$ cat src/rtl/br_update_scheduler_if.sv
// Commit bus from the ROB and single update port toward branch_predictor.
interface br_update_scheduler_if #(
    parameter int PORTS = 2
);
    logic [PORTS-1:0]    commit_valid;
    logic [32*PORTS-1:0] commit_pc;
    logic [PORTS-1:0]    commit_taken;
    logic                commit_ready;
    logic                upd_stall;
    logic [31:0]         pc_result;
    logic                br_result;
    logic                pc_result_load;

    modport master (
        input  commit_valid,
        input  commit_pc,
        input  commit_taken,
        input  upd_stall,
        output commit_ready,
        output pc_result,
        output br_result,
        output pc_result_load
    );

    modport slave (
        output commit_valid,
        output commit_pc,
        output commit_taken,
        output upd_stall,
        input  commit_ready,
        input  pc_result,
        input  br_result,
        input  pc_result_load
    );
endinterface

$ cat src/rtl/br_update_scheduler.sv
// Buffers up to PORTS committed branches per cycle and drains them
// one per cycle, in commit order, into the predictor update port.
module br_update_scheduler #(
    parameter int PORTS = 2,
    parameter int DEPTH = 8
) (
    input  logic                  clk,
    input  logic                  rst,
    br_update_scheduler_if.master bus,
    output logic                  overflow
);
    localparam int AW = $clog2(DEPTH);
    localparam int CW = AW + 1;

    typedef logic [AW-1:0] ptr_t;
    typedef logic [CW-1:0] cnt_t;

    typedef struct packed {
        logic [31:0] pc;
        logic        taken;
    } upd_t;

    upd_t mem [DEPTH];

    ptr_t head;
    ptr_t tail;
    cnt_t count;

    ptr_t wr_idx [PORTS];
    cnt_t enq_cnt;
    cnt_t enq_acc;
    logic accept;
    logic load;
    logic any_valid;

    // Ready uses the pre-dequeue count, so a full FIFO refuses even
    // when an update drains in the same cycle.
    assign accept    = (cnt_t'(DEPTH) - count) >= cnt_t'(PORTS);
    assign any_valid = |bus.commit_valid;
    assign load      = (count != '0) && !bus.upd_stall;

    assign bus.commit_ready   = accept;
    assign bus.pc_result_load = load;
    assign bus.pc_result      = mem[head].pc;
    assign bus.br_result      = mem[head].taken;

    // Valid lanes pack densely from tail in ascending lane order.
    always_comb begin
        enq_cnt = '0;
        for (int i = 0; i < PORTS; i++) begin
            wr_idx[i] = tail + enq_cnt[AW-1:0];
            if (bus.commit_valid[i]) begin
                enq_cnt = enq_cnt + cnt_t'(1);
            end
        end
    end

    assign enq_acc = accept ? enq_cnt : '0;

    always_ff @(posedge clk or negedge rst) begin
        if (!rst) begin
            head     <= '0;
            tail     <= '0;
            count    <= '0;
            overflow <= 1'b0;
        end else begin
            tail  <= tail + enq_acc[AW-1:0];
            count <= count + enq_acc - cnt_t'(load);
            if (load) begin
                head <= head + ptr_t'(1);
            end
            if (!accept && any_valid) begin
                overflow <= 1'b1;
            end
        end
    end

    always_ff @(posedge clk) begin
        for (int i = 0; i < PORTS; i++) begin
            if (accept && bus.commit_valid[i]) begin
                mem[wr_idx[i]].pc    <= bus.commit_pc[32*i +: 32];
                mem[wr_idx[i]].taken <= bus.commit_taken[i];
            end
        end
    end
endmodule
$ cat src/flat_wrapper.sv
// flat-port wrapper written by rule: the top's interface ports become plain ports
module br_update_scheduler_flat 
#(
    parameter int PORTS = 2,
    parameter int DEPTH = 8
)
  (clk, rst, overflow, bus_commit_valid, bus_commit_pc, bus_commit_taken, bus_upd_stall, bus_commit_ready, bus_pc_result, bus_br_result, bus_pc_result_load);
  br_update_scheduler_if #(.PORTS(PORTS)) bus_i ();
  input  logic clk;
  input  logic rst;
  output logic overflow;
  input wire logic [$bits(bus_i.commit_valid)-1:0] bus_commit_valid;
  input wire logic [$bits(bus_i.commit_pc)-1:0] bus_commit_pc;
  input wire logic [$bits(bus_i.commit_taken)-1:0] bus_commit_taken;
  input wire logic [$bits(bus_i.upd_stall)-1:0] bus_upd_stall;
  output wire logic [$bits(bus_i.commit_ready)-1:0] bus_commit_ready;
  output wire logic [$bits(bus_i.pc_result)-1:0] bus_pc_result;
  output wire logic [$bits(bus_i.br_result)-1:0] bus_br_result;
  output wire logic [$bits(bus_i.pc_result_load)-1:0] bus_pc_result_load;
  assign bus_i.commit_valid = bus_commit_valid;
  assign bus_i.commit_pc = bus_commit_pc;
  assign bus_i.commit_taken = bus_commit_taken;
  assign bus_i.upd_stall = bus_upd_stall;
  assign bus_commit_ready = bus_i.commit_ready;
  assign bus_pc_result = bus_i.pc_result;
  assign bus_br_result = bus_i.br_result;
  assign bus_pc_result_load = bus_i.pc_result_load;
  br_update_scheduler #(.PORTS(PORTS), .DEPTH(DEPTH)) u_core (.clk(clk), .rst(rst), .bus(bus_i), .overflow(overflow));
endmodule
$ cat config.mk
export PLATFORM = sky130hd
export DESIGN_NAME = br_update_scheduler_flat
export DESIGN_NICKNAME = d
export VERILOG_FILES = /design/src/rtl/br_update_scheduler_if.sv /design/src/rtl/br_update_scheduler.sv /design/src/flat_wrapper.sv
export SDC_FILE = /design/constraint.sdc
export NUM_CORES = 1
export LEC_CHECK = 0
export ABC_AREA = 1
export CORE_UTILIZATION = 40
export CTS_BUF_LIST = sky130_fd_sc_hd__clkbuf_4 sky130_fd_sc_hd__clkbuf_8
export CTS_CLUSTER_SIZE = 28
export DETAILED_ROUTE_END_ITERATION = 8
export PLACE_DENSITY = 0.57
export SYNTH_ARGS = -nofsm -noshare
export SYNTH_HDL_FRONTEND = slang
export SYNTH_SLANG_ARGS = --single-unit
$ cat constraint.sdc
create_clock -name clk -period 12.19 [get_ports clk]
set_input_delay 2.438 -clock clk [delete_from_list [all_inputs] [get_ports clk]]
set_output_delay 2.438 -clock clk [all_outputs]
set_load 0.1 [all_outputs]
Yosys cells after proc, flatten, opt, wreduce, memory -nomap -nowiden
Memory sizes are Yosys's and may differ from the RTL's.
Index checks and enable logic that the tools add are counted.
{ "word_totals": {"ff_bits": 11, "ram_bits": 264, "input_bits": 71, "word_cells": 28, "memories": 1} }
{ "mem_list": {"columns": ["name", "words", "width", "rd", "rd_ports_with_merged_regs", "wr", "line_no", "text"], "rows": [
  ["u_core.mem", 8, 33, 1, 0, 2, "br_update_scheduler.sv:23", "upd_t mem [DEPTH];"]
]} }
{ "op_classes": {"addsub": 7, "magnitude_cmp": 1, "mux": 7, "reduce_logical": 8} }
{ "op_table": {"columns": ["cell", "count"], "rows": [
  ["2-to-1 mux 4 bit", 2],
  ["2-to-1 mux 1 bit", 5],
  ["adder 4 bit", 1],
  [">= comparator 4 x 2 -> 1 bit (second input constant)", 1],
  ["logical AND 1 bit", 4],
  ["nonzero test 4 bit", 1],
  ["subtractor 4 x 1 -> 4 bit", 1],
  ["subtractor 4 bit (first input constant)", 1],
  ["adder 3 x 1 -> 3 bit", 1],
  ["adder 3 x 1 -> 3 bit (second input constant)", 1],
  ["adder 3 bit", 1],
  ["adder 1 x 1 -> 2 bit (second input constant)", 1],
  ["logical NOT 1 bit", 2],
  ["OR reduction 2 bit", 1]
]} }

Depth between registers and ports, before layout
{ "logic_depth": {"depth_word": 6, "ltp_mapped": 15, "depth_no_buf": 13} }

Least setup slack after synthesis
Ideal clock, no wire load.
{ "synth_timing": {"path_type": "input -> output", "startpoint": "in bus_upd_stall", "endpoint": "out bus_pc_result_load", "arrival_ps": 3250, "required_time_ps": 9752, "setup_slack_ps": 6502, "path_stages": 2, "n_path_buf": 0, "path_cell_list": "a21o_1 inv_1"} }
{ "synth_between": {"elab_chain_len": 2} }
{ "synth_rtl": {"columns": ["element", "line_no", "text"], "rows": [
  ["from (decl)", "flat_wrapper.sv:15", "input wire logic [$bits(bus_i.upd_stall)-1:0] bus_upd_stall;"],
  ["logical NOT 1 bit", "br_update_scheduler.sv:40", "assign load = (count != '0) && !bus.upd_stall;"],
  ["logical AND 1 bit", "br_update_scheduler.sv:40", null],
  ["to (decl)", "flat_wrapper.sv:19", "output wire logic [$bits(bus_i.pc_result_load)-1:0] bus_pc_result_load;"]
]} }
Every way passes these cells.

Worst setup path in the final report
{ "layout_timing": {"startpoint": "reg u_core.head[0]", "endpoint": "out bus_pc_result[1]"} }
{ "layout_between": {"elab_chain_len": 1} }
{ "layout_rtl": {"columns": ["element", "line_no", "text"], "rows": [
  ["from (decl)", "br_update_scheduler.sv:25", "ptr_t head;"],
  ["from (signal assigned)", "br_update_scheduler.sv:70", "head <= head + ptr_t'(1);"],
  ["memory (8 x 33 bit)", null, null],
  ["to (decl)", "flat_wrapper.sv:17", "output wire logic [$bits(bus_i.pc_result)-1:0] bus_pc_result;"]
]} }
Every way passes these cells.

==> metrics.md <==
| Metric | Value |
|---|---|
| # fillers | 3757 |
| Synthesized cell area | 0.0158 mm² |
| Cells after DPL | around 2300 |
| RSZ-0062 raised after global routing | no |
| Hold EP | u_core.overflow$_DFFE_PN0P_ |
| Tcrit/Tclk final | 0.570 |
| Internal reg-to-reg setup slack | 7.18 ns |
| R2r worst-path depth | 10 |
| Max-Cap Viols | 0 |
| Drt wl/cell | 21.3 µm |
| Top post-synthesis cells by area | edfxtp_1 (50%), nand2_1 (15%), nand4_1 (10%) |
| RR Startpoint | u_core.count[0]$_DFF_PN0_ |
| Worst hold slack | 0.511 ns |
| FF+latch area | 0.00821 mm² |
| Worst Setup End Kind | primary output |
| Port buffer count | 106 |
| Sequential area share after synthesis | 0.518 |
| I/O pin count | approximately 110 |
| Die height | between 200 and 250 µm |
| Largest area contributor in the netlist | edfxtp_1 |
| Area occupied by multi-input gates | approximately 0.0065 mm² |
| Routability cong. | 0.763 |
| Hold Path Origin | u_core.overflow$_DFFE_PN0P_ |
| PD cells | 315 mW/mm² |
| Die X | 201 µm |
| Post_cts resized | 0 |
| Initial antenna violation count | 0 |
| Via Count | 13900 |
| Clock root buffer | clkbuf_8 |
| DRT Pass-1 Iters | 5 |
| YS warnings | 0 |
| Pre-CTS WS | 5.38 ns |
| Min-Delay Path Class | reg2reg |
| Hold Path Depth | 1 |
| #FFs+latches synth | roughly 280 |
| WS Path Type | reg2out |
| Final Hold Viols | 0 |
| Die Area | 0.0404 mm² |
| Nets | 1943 |
| VDD IR max | 383 µV |
| Cell Chain, Critical Path | buf_4 > buf_4 > o21ai_0 > o21ai_0 > nand2_1 > nand2_1 > clkdlybuf4s50_1 |
| Final worst setup slack | between 5 and 6 ns |
| R2r endpoint | u_core.mem[5][14]$_DFFE_PP_ |
| Area growth from synthesis to layout | 12.0% |
| Site Rows | 72 |
| Leak | 7.10 nW |
| Mapped Avg Cell Area | 8.35 µm² |
| CTS tree | yes |
| CTS Hold Bufs | 0 |
| Worst Setup Start Kind | register |
| Outcome | finished, final reports clean |
| Worst-Skew Late Latency | approximately 0.62 ns |
| Crit path largest cell delay | 1.13 ns |
| Fin crit period | 6.95 ns |
| Uppermost layer routed | met4 |
| GRT Util Overall | 0.253 |
| Critical Path AT | 4.51 ns |
| Largest net degree at the start of global routing | 100 |
| Clock skew | between 0.02 and 0.03 ns |
| Total congestion overflow | 0 |
| Clock transition at the registers of the reported paths | 0.06 ns |
| F_max | 144 MHz |
| Fin cells | ~2400 |
| Fin Setup TNS | 0 ns |
| WL met3 | 3.84 mm |
| Core area | 0.0388 mm² |
| Vias per cell | 5.78 |
| Number of distinct library cells after synthesis | 29 |
| CTS Buf Count | 49 |
| DRT iter0 DRCs | 1352 |
| Post-Synthesis Cells | 1897 |
| Initial Utilization | 0.408 |
| Final Max Tran Viols | 0 |
| HPWL Detailed | 26.8 mm |
| Number of clock sinks | 275 |
| Cell at the slowest stage of the critical path | clkdlybuf4s50_1 |
| Rel. slew slack | 0.128 |
| Synth top area share | 0.500 |
| Wire length of the first global-routing pass | 80.0 mm |
| Ant. Diodes | 0 |
| Mapped Nets | 1984 |
| Post-Route WL | 51.3 mm |
| H-tree levels | 2 |
| Final Setup Violations | 0 |
| Clock Tree Buf Depth | 3 |
| Worst Max-Slew Pin Slew | about 1.3 ns |
| Critical Path RT | ~9.8 ns |
| Vias in the first global route | around 13000 |
| M1 WL | between 20 and 25 mm |
| DRC Markers | 0 |
| Share of layout cells above drive strength 1 | 0.0764 |
| Worst Path Max Fanout | 77 |
| Routed wl met2 | 23.6 mm |
| Final ANT Viol Nets | 0 |
| # Post-CTS Setup Buffers | 0 |
synthesized netlist by cell type:
master and number:
nand2_2 2, and2_1 1, xnor2_1 3, buf_6 1, nor2_4 8, edfxtp_1 264, clkbuf_1 44, nand3_1 8
clkinv_1 1, o21ai_0 178, clkbuf_2 30, inv_1 20, fa_1 2, xor2_1 2, buf_4 11, nand3_2 8
buf_2 132, a21o_1 1, o21bai_1 1, a21oi_1 1, inv_2 3, dfrtp_1 11, nand4_1 264, o21ai_1 28
nand2_1 643, buf_1 9, nor2_1 202, ha_1 14, nand3_4 5
flip-flops by register name, summed over array words and instances, names as in the netlist:
| register | flops |
|---|---|
| u_core.mem | 264 |
| u_core.count | 4 |
| u_core.overflow | 1 |
| u_core.tail | 3 |
| u_core.head | 3 |
report_power, final:
part           leakage, nW  total, W  switching (W)  internal (W)
registers             2.55   0.00157       0.000104       0.00146
logic                 4.06   0.00315        0.00246      0.000692
clock network        0.500  0.000864       0.000393      0.000471
cell usage in the layout (no fill, tap or decap), types with 2 or more instances in the layout:
cell,n
clkinv_1,3
xnor2_1,3
nand2_2,2
inv_2,3
edfxtp_1,264
ha_1,14
o21ai_0,172
nand3_1,8
nand3_2,7
o21ai_4,8
clkbuf_4,22
clkdlybuf4s50_1,105
dfrtp_1,9
o21ai_1,26
fa_1,2
buf_4,27
nand4_1,264
dfrtp_4,2
clkbuf_8,52
nor2_4,8
xor2_1,2
nand3_4,6
nor2_1,202
nand2_1,643
inv_1,19
worst max-delay path, delay by kind of cell (launching register included):
family / cells / cell delay [ns]
compound gates: 2 / 0.67
buf+inv: 3 / 2.51
simple gates: 2 / 0.21
flops: 1 / 0.42
per-stage QoR:
step	cell area [µm²]	power (W)	utilization
floorplan	15800	0.00386	-
global placement	16800	0.00469	0.432
detailed placement	16800	0.00473	0.433
CTS	17700	0.00559	0.456
global route	17700	0.00589	0.457
finish	17700	0.00559	0.457
cells by family (layout without fill, tap and decap cells):
group	Yosys count	after routing	share of synthesized area
AO/OA/AOI/OAI	209	209	0.0663
flip-flops	275	275	0.518
buffers and inverters	251	238	0.0753
AND/OR/NAND/NOR	1141	1141	0.324
adder cells (fa/ha/maj)	16	16	0.0136
XOR/XNOR	5	5	0.00276
layer usage:
layer,track usage,vias up
li1,-,6449
met1,0.356,6713
met2,0.402,623
met3,0.0343,109
met4,0.0859,0
met5,0,-
area by class of cell:
cell class | count | area share
Tap cell | 518 | 0.0365
Clock buffer | 73 | 0.0489
Multi-Input combinational cell | 1371 | 0.369
Sequential cell | 275 | 0.463
Clock inverter | 6 | 0.00353
Timing Repair Buffer | 135 | 0.0741
Inverter | 24 | 0.00522
worst max-delay path by stage:
stage / from / to / cells after the start
global route: u_core.head[0]$_DFFE_PN0P_ / bus_pc_result[1] / 7
global placement: bus_commit_valid[0] / u_core.mem[6][15]$_DFFE_PP_ / 9
floorplan: bus_upd_stall / bus_pc_result_load / 2
CTS: u_core.head[0]$_DFFE_PN0P_ / bus_pc_result[1] / 7
finish: u_core.head[0]$_DFFE_PN0P_ / bus_pc_result[1] / 7
detailed placement: bus_commit_valid[0] / u_core.mem[6][15]$_DFFE_PP_ / 9
No activity file was read; power rests on OpenSTA's default activity.
